===== config.mk =====
export PLATFORM = sky130hd
export DESIGN_NAME = riscv_run_controller_flat
export DESIGN_NICKNAME = d
export VERILOG_FILES = /design/src/rtl/riscv_run_pkg.sv /design/src/rtl/riscv_run_controller_if.sv /design/src/rtl/riscv_halt_detect.sv /design/src/rtl/riscv_run_controller.sv /design/src/flat_wrapper.sv
export SDC_FILE = /design/constraint.sdc
export NUM_CORES = 1
export LEC_CHECK = 0
export ABC_AREA = 1
export ABC_CLOCK_PERIOD_IN_PS = 1860
export CAP_MARGIN = 20
export CORE_ASPECT_RATIO = 0.6
export CORE_MARGIN = 5
export CORE_UTILIZATION = 50
export CTS_CLUSTER_DIAMETER = 50
export DETAILED_ROUTE_END_ITERATION = 10
export PLACE_DENSITY_LB_ADDON = 0.15
export SYNTH_ARGS = -nofsm -noshare
export SYNTH_HDL_FRONTEND = slang
export SYNTH_SLANG_ARGS = --single-unit

===== constraint.sdc =====
create_clock -name clk -period 1.86 [get_ports clk]
set_input_delay 0.558 -clock clk [delete_from_list [all_inputs] [get_ports clk]]
set_output_delay 0.558 -clock clk [all_outputs]
set_load 0.01 [all_outputs]

===== src/rtl/riscv_run_pkg.sv =====
// Shared types and constants for the RISC-V run controller.
// The halt-cause priority encoder lives here so the detector and any debug logic agree on it.
package riscv_run_pkg;

  typedef enum logic [1:0] {
    IDLE       = 2'd0,
    RESET_HOLD = 2'd1,
    RUN        = 2'd2,
    DONE       = 2'd3
  } run_state_t;

  typedef enum logic [1:0] {
    NONE    = 2'd0,
    EBREAK  = 2'd1,
    STALL   = 2'd2,
    TIMEOUT = 2'd3
  } halt_cause_t;

  localparam logic [31:0] EBREAK_INSN = 32'h0010_0073;

  // Several halt conditions can fire on one cycle; ebreak wins, then stall, then timeout.
  function automatic halt_cause_t pick_halt_cause(input logic hit_ebreak,
                                                  input logic hit_stall,
                                                  input logic hit_timeout);
    halt_cause_t result;
    result = NONE;
    if (hit_ebreak) begin
      result = EBREAK;
    end else if (hit_stall) begin
      result = STALL;
    end else if (hit_timeout) begin
      result = TIMEOUT;
    end
    return result;
  endfunction

endpackage


===== src/rtl/riscv_run_controller_if.sv =====
// Bundle between the run controller (master) and the core/bench side (slave).
// No handshake: core_retire is a single-cycle qualifier for core_insn; everything else is level.
interface riscv_run_controller_if #(
  parameter int XLEN  = 32,
  parameter int CNT_W = 32
);
  import riscv_run_pkg::*;

  logic              start;
  logic [XLEN-1:0]   core_pc;
  logic [31:0]       core_insn;
  logic              core_retire;

  logic              core_reset;
  logic              run_active;
  logic              done;
  logic [1:0]        halt_cause;
  logic [CNT_W-1:0]  cycle_count;
  logic [CNT_W-1:0]  retire_count;
  run_state_t        state;

  modport master (
    input  start, core_pc, core_insn, core_retire,
    output core_reset, run_active, done, halt_cause, cycle_count, retire_count, state
  );

  modport slave (
    output start, core_pc, core_insn, core_retire,
    input  core_reset, run_active, done, halt_cause, cycle_count, retire_count, state
  );

endinterface


===== src/rtl/riscv_halt_detect.sv =====
// Tracks PC repetition and run length while the core runs, and decodes the prioritised halt.
// All history clears whenever run_active is low, so every run starts with no previous PC.
module riscv_halt_detect
  import riscv_run_pkg::*;
#(
  parameter int          XLEN        = 32,
  parameter int          MAX_CYCLES  = 50,
  parameter int          STALL_LIMIT = 8,
  parameter logic [31:0] HALT_INSN   = EBREAK_INSN
) (
  input  logic            clk,
  input  logic            reset,
  input  logic            run_active,
  input  logic [XLEN-1:0] core_pc,
  input  logic [31:0]     core_insn,
  input  logic            core_retire,
  output logic            halt,
  output halt_cause_t     cause
);

  localparam int SW = (STALL_LIMIT > 1) ? $clog2(STALL_LIMIT) : 1;
  localparam logic [SW-1:0] STALL_LAST = (STALL_LIMIT > 1) ? SW'(STALL_LIMIT - 1) : '0;
  localparam int TW = (MAX_CYCLES > 1) ? $clog2(MAX_CYCLES) : 1;
  localparam logic [TW-1:0] TIME_LAST = TW'(MAX_CYCLES - 1);

  logic [XLEN-1:0] prev_pc;
  logic            prev_valid;
  logic [SW-1:0]   stall_cnt;
  logic [TW-1:0]   run_cnt;

  logic pc_match;
  logic hit_ebreak;
  logic hit_stall;
  logic hit_timeout;

  // run_cnt mirrors cycle_count but never saturates, so a narrow CNT_W cannot hide the timeout.
  always_comb begin
    pc_match    = prev_valid && (core_pc == prev_pc);
    hit_ebreak  = core_retire && (core_insn == HALT_INSN);
    hit_stall   = (STALL_LIMIT != 0) && pc_match && (stall_cnt == STALL_LAST);
    hit_timeout = (run_cnt == TIME_LAST);
    halt        = run_active && (hit_ebreak || hit_stall || hit_timeout);
    cause       = pick_halt_cause(hit_ebreak, hit_stall, hit_timeout);
  end

  always_ff @(posedge clk) begin
    if (reset || !run_active) begin
      prev_pc    <= '0;
      prev_valid <= 1'b0;
      stall_cnt  <= '0;
      run_cnt    <= '0;
    end else begin
      prev_pc    <= core_pc;
      prev_valid <= 1'b1;
      stall_cnt  <= pc_match ? stall_cnt + SW'(1) : '0;
      run_cnt    <= run_cnt + TW'(1);
    end
  end

endmodule


===== src/rtl/riscv_run_controller.sv =====
// Run controller: holds the core in reset, runs it until ebreak, PC stall or timeout, then freezes it.
// Counters and halt cause survive in DONE and are cleared only when a new run enters RESET_HOLD.
module riscv_run_controller
  import riscv_run_pkg::*;
#(
  parameter int          XLEN         = 32,
  parameter int          CNT_W        = 32,
  parameter int          RESET_CYCLES = 4,
  parameter int          MAX_CYCLES   = 50,
  parameter int          STALL_LIMIT  = 8,
  parameter logic [31:0] HALT_INSN    = EBREAK_INSN,
  parameter bit          AUTO_START   = 1'b1
) (
  input logic                    clk,
  input logic                    reset,
  riscv_run_controller_if.master bus
);

  localparam int HOLD_W = (RESET_CYCLES > 1) ? $clog2(RESET_CYCLES) : 1;
  localparam logic [HOLD_W-1:0] HOLD_LAST = HOLD_W'(RESET_CYCLES - 1);

  run_state_t        state;
  run_state_t        state_n;
  logic [HOLD_W-1:0] hold_cnt;
  logic [CNT_W-1:0]  cycle_count;
  logic [CNT_W-1:0]  retire_count;
  halt_cause_t       halt_cause;

  logic        run_active;
  logic        hold_entry;
  logic        halt;
  halt_cause_t det_cause;

  assign run_active = (state == RUN);
  assign hold_entry = (state_n == RESET_HOLD) && (state != RESET_HOLD);

  riscv_halt_detect #(
    .XLEN        (XLEN),
    .MAX_CYCLES  (MAX_CYCLES),
    .STALL_LIMIT (STALL_LIMIT),
    .HALT_INSN   (HALT_INSN)
  ) u_halt_detect (
    .clk         (clk),
    .reset       (reset),
    .run_active  (run_active),
    .core_pc     (bus.core_pc),
    .core_insn   (bus.core_insn),
    .core_retire (bus.core_retire),
    .halt        (halt),
    .cause       (det_cause)
  );

  // AUTO_START only kicks IDLE; a finished run waits for an explicit start.
  always_comb begin
    state_n = state;
    case (state)
      IDLE:       if (AUTO_START || bus.start) state_n = RESET_HOLD;
      RESET_HOLD: if (hold_cnt == HOLD_LAST) state_n = RUN;
      RUN:        if (halt) state_n = DONE;
      DONE:       if (bus.start) state_n = RESET_HOLD;
      default:    state_n = IDLE;
    endcase
  end

  always_ff @(posedge clk) begin
    if (reset) begin
      state        <= IDLE;
      hold_cnt     <= '0;
      cycle_count  <= '0;
      retire_count <= '0;
      halt_cause   <= NONE;
    end else begin
      state    <= state_n;
      hold_cnt <= ((state == RESET_HOLD) && (state_n == RESET_HOLD)) ? hold_cnt + HOLD_W'(1) : '0;
      if (hold_entry) begin
        cycle_count  <= '0;
        retire_count <= '0;
        halt_cause   <= NONE;
      end else if (run_active) begin
        if (!(&cycle_count)) begin
          cycle_count <= cycle_count + CNT_W'(1);
        end
        if (bus.core_retire && !(&retire_count)) begin
          retire_count <= retire_count + CNT_W'(1);
        end
        if (halt) begin
          halt_cause <= det_cause;
        end
      end
    end
  end

  assign bus.core_reset   = (state != RUN);
  assign bus.run_active   = run_active;
  assign bus.done         = (state == DONE);
  assign bus.halt_cause   = halt_cause;
  assign bus.cycle_count  = cycle_count;
  assign bus.retire_count = retire_count;
  assign bus.state        = state;

endmodule


===== src/flat_wrapper.sv =====
// flat-port wrapper written by rule: the top's interface ports become plain ports
module riscv_run_controller_flat import riscv_run_pkg::*;
#(
  parameter int          XLEN         = 32,
  parameter int          CNT_W        = 32,
  parameter int          RESET_CYCLES = 4,
  parameter int          MAX_CYCLES   = 50,
  parameter int          STALL_LIMIT  = 8,
  parameter logic [31:0] HALT_INSN    = EBREAK_INSN,
  parameter bit          AUTO_START   = 1'b1
)
  (clk, reset, bus_start, bus_core_pc, bus_core_insn, bus_core_retire, bus_core_reset, bus_run_active, bus_done, bus_halt_cause, bus_cycle_count, bus_retire_count, bus_state);
  riscv_run_controller_if #(.XLEN(XLEN), .CNT_W(CNT_W)) bus_i ();
  input logic clk;
  input logic reset;
  input wire logic [$bits(bus_i.start)-1:0] bus_start;
  input wire logic [$bits(bus_i.core_pc)-1:0] bus_core_pc;
  input wire logic [$bits(bus_i.core_insn)-1:0] bus_core_insn;
  input wire logic [$bits(bus_i.core_retire)-1:0] bus_core_retire;
  output wire logic [$bits(bus_i.core_reset)-1:0] bus_core_reset;
  output wire logic [$bits(bus_i.run_active)-1:0] bus_run_active;
  output wire logic [$bits(bus_i.done)-1:0] bus_done;
  output wire logic [$bits(bus_i.halt_cause)-1:0] bus_halt_cause;
  output wire logic [$bits(bus_i.cycle_count)-1:0] bus_cycle_count;
  output wire logic [$bits(bus_i.retire_count)-1:0] bus_retire_count;
  output wire logic [$bits(bus_i.state)-1:0] bus_state;
  assign bus_i.start = bus_start;
  assign bus_i.core_pc = bus_core_pc;
  assign bus_i.core_insn = bus_core_insn;
  assign bus_i.core_retire = bus_core_retire;
  assign bus_core_reset = bus_i.core_reset;
  assign bus_run_active = bus_i.run_active;
  assign bus_done = bus_i.done;
  assign bus_halt_cause = bus_i.halt_cause;
  assign bus_cycle_count = bus_i.cycle_count;
  assign bus_retire_count = bus_i.retire_count;
  assign bus_state = bus_i.state;
  riscv_run_controller #(.XLEN(XLEN), .CNT_W(CNT_W), .RESET_CYCLES(RESET_CYCLES), .MAX_CYCLES(MAX_CYCLES), .STALL_LIMIT(STALL_LIMIT), .HALT_INSN(HALT_INSN), .AUTO_START(AUTO_START)) u_core (.clk(clk), .reset(reset), .bus(bus_i));
endmodule

==> flow_summary.toml <==
[outcome]
status = "completed"

[floorplanning]
core_area_um2 = 11400
start_util = 0.514
die_h_um = 93.7
num_rows = 30
fp.dieArea_um2 = 14000
die_x_um = 150
pin_count = 139

[pwr]
p_per_area_nw_per_um2 = 577
p_leak_uw = 0.00380
vdd_drop_max_v = 0.000627

[routing]
drc = 0
vias_per_cell = 4.99
postRouteWirelength_mm = 17.2
wl_per_cell_um = 13.9
vias = 6142
ant_nets = 0
dr.pass1.iters = 7
drtIter0Drc = 518

[cells_and_area]
area_growth_pct = 45.6
nNetsFinal = 1142
layout-drive-gt1-share = 0.194
fin_cells = 1232
insertedDiodeCount = 0

[timing]
max_freq_ghz = 0.545
finalMaxSlewViolations = 0
min_period_ns = 1.84
setup_viol = 0
rsz0062_at_grt = "true"
max-slew-margin-rel = 0.693
worstMarginPinSlew_ns = 0.456
whs_ns = 0.423
hold_viol_final = 0
min_period_over_period = 0.987
finClkSkew_ns = 0.0100

[global_route]
grt_max_degree = 24
grt_pass1_vias = 5541
grt_overflow = 0
grt_pass1_wl_mm = 27.1
grt_antenna_before_repair = 0
grt.total_usage = 0.239

[logic_synthesis]
ys_seq_elements = 112
synth.yosys.seq_area_share = 0.384
synth-edff-count = 0
synth.avg_cell_area_um2 = 6.80
synth_nets = 934
synth.distinct_cells = 40
ys_warn_count = 0
syn_area_um2 = 5840
syn_inst = 859
async_flop_share = 0
synthFlopType = "dfxtp_1"

[setup_path]
worst-path-buf-inv = 1
crit_chain = "clkdlybuf4s50_1"
path_delay_family = "buffers and inverters"
arrival_ns = 1.28
slowest_stage = "clkdlybuf4s50_1"
startpoint = "u_core.bus.cycle_count[2]"
r2r_slack_ns = 0.05
path_max_fanout = 4
cpPeakStageDelay_ns = 0.55
rr_startpoint = "u_core.bus.cycle_count[1]"
critPathRequiredTime_ns = 1.30
endpoint_kind = "output pin"
critical_path_class = "flop to output pin"
cp-start-kind = "flop"

[place]
dp_hpwl_mm = 13.1
portBuffers = 138
gp_congestion = 0.955
placedCellCount = 1205

[job]
cap_viol_max_count = 0

[clocking]
clk_path_buf_depth = 2
clkLatencyLatePin_ns = 0.35
cts_root_buf = "clkbuf_16"
htreeDepth = 3
cts_buffers = 9
cts.sinks = 112
tritoncts = "yes"
hold_buffers = 0
clk_transition_reported_paths_ns = 0.08

[min_path]
hp-start = "u_core.u_halt_detect.stall_cnt[0]"
hold_path_class = "flop to flop"
per-layer routing:
| metal | vias to the layer above | track usage | part of all wire |
|---|---|---|---|
| met3 | 17 | 0.0617 | 0.094 |
| met5 | - | 0 | 0 |
| li1 | 3148 | - | - |
| met1 | 2718 | 0.353 | 0.48 |
| met4 | 0 | 0.0411 | 0.0083 |
| met2 | 259 | 0.353 | 0.42 |
state kept, by name (all words and copies together) (netlist names):
name                             count
u_core.bus.halt_cause                2
u_core.u_halt_detect.prev_pc        32
u_core.u_halt_detect.stall_cnt       3
u_core.u_halt_detect.run_cnt         6
u_core.u_halt_detect.prev_valid      1
u_core.bus.state                     2
u_core.bus.cycle_count              32
u_core.hold_cnt                      2
u_core.bus.retire_count             32
layout make-up:
| cell class | count | area [µm²] |
|---|---|---|
| flip-flops and latches | 112 | 2280 |
| clock inverters | 6 | 97.6 |
| repair buffers | 213 | 2040 |
| well taps | 160 | 200 |
| multi-input cells | 606 | 3180 |
| clock buffers | 10 | 239 |
| fillers | 927 | 2860 |
| inverters | 124 | 470 |
| repair inverters | 1 | 5.00 |
cells in the mapped netlist (2+ instances only):
cell type,instances,share of area
o21ai_1,11,0.0094
nor2_2,4,0.0043
clkbuf_1,3,0.0019
nand2_1,215,0.14
nor2_4,2,0.0039
o21a_1,2,0.0026
nor3_1,26,0.022
nand3b_1,2,0.0026
nand3_2,2,0.0034
buf_4,3,0.0039
nand2_2,5,0.0054
o21ai_0,24,0.021
nor4_1,13,0.014
buf_6,5,0.0096
nor3_2,14,0.024
a21oi_1,52,0.045
nand3_1,30,0.026
inv_1,110,0.071
or2_2,2,0.0021
inv_2,14,0.0090
xor2_1,15,0.022
ha_1,7,0.015
nor2_1,128,0.082
dfxtp_1,112,0.38
nor3b_1,3,0.0039
o22ai_1,5,0.0054
buf_2,6,0.0051
nor3b_2,4,0.0086
xnor2_1,14,0.021
nor4_2,2,0.0043
nand4_1,15,0.016
report_power, final:
part / switching (µW) / total, µW / internal [µW]
Clock: 932 / 2170 / 1240
Sequential: 3.84 / 2400 / 2400
Combinational: 139 / 335 / 197
repair_timing:
action	CTS	global route
setup endpoints to repair	78	81
gates cloned	0	1
setup buffers	0	10
pin swaps	0	23
gates resized for setup	68	90
layout by cell type, fill, tap and decap left out, drive strengths merged:
cell           netlist  layout
nand2              221     221
nor2               134     134
inv                124     126
dfxtp              112     112
buf                 14      75
clkdlybuf4s50        0      59
a21oi               53      53
dlygate4sd2          0      47
nor3                41      41
o21ai               36      36
nand3               32      32
dlymetal6s2s         0      30
xor2                15      15
nand4               15      15
nor4                15      15
xnor2               14      14
clkbuf               3      11
ha                   7       7
nor3b                7       7
o22ai                5       5
clkinv               0       3
or2                  2       2
nand3b               2       2
o21a                 2       2
bufinv               0       2
a31oi                2       2
a211oi               1       1
a2bb2oi              1       1
and2                 1       1
clkdlybuf4s15        0       1
path summary, 6_finish.rpt:
| path | to | depth (start not counted) |
|---|---|---|
| setup / recovery | bus_cycle_count[2] | 1 |
| hold / removal | u_core.u_halt_detect.stall_cnt[0] | 1 |
| setup reg to reg | u_core.bus.cycle_count[26] | 9 |
| hold reg to reg | u_core.u_halt_detect.stall_cnt[0] | 1 |
cell families after synthesis:
kind of cell	count (synthesis)	synth area share
flops	112	0.384
buf+inv	141	0.100
compound gates	100	0.0914
simple gates	470	0.366
fa+ha+maj	7	0.0150
xor+xnor	29	0.0435
through the flow:
step | utilization | cell area (µm²) | worst slack (ns) | setup TNS (ns) | power [µW]
after floorplan | - | 5840 | 0.0916 | 0 | 2570
after global placement | 0.693 | 7880 | -0.324 | -4.27 | 2790
after detailed placement | 0.693 | 7880 | -0.396 | -5.30 | 2790
after CTS | 0.720 | 8190 | 0.000829 | 0 | 4940
after global routing | 0.748 | 8510 | -0.0433 | -0.135 | 5060
final | 0.748 | 8510 | 0.0242 | 0 | 4910
No activity file was read; power rests on OpenSTA's default activity.
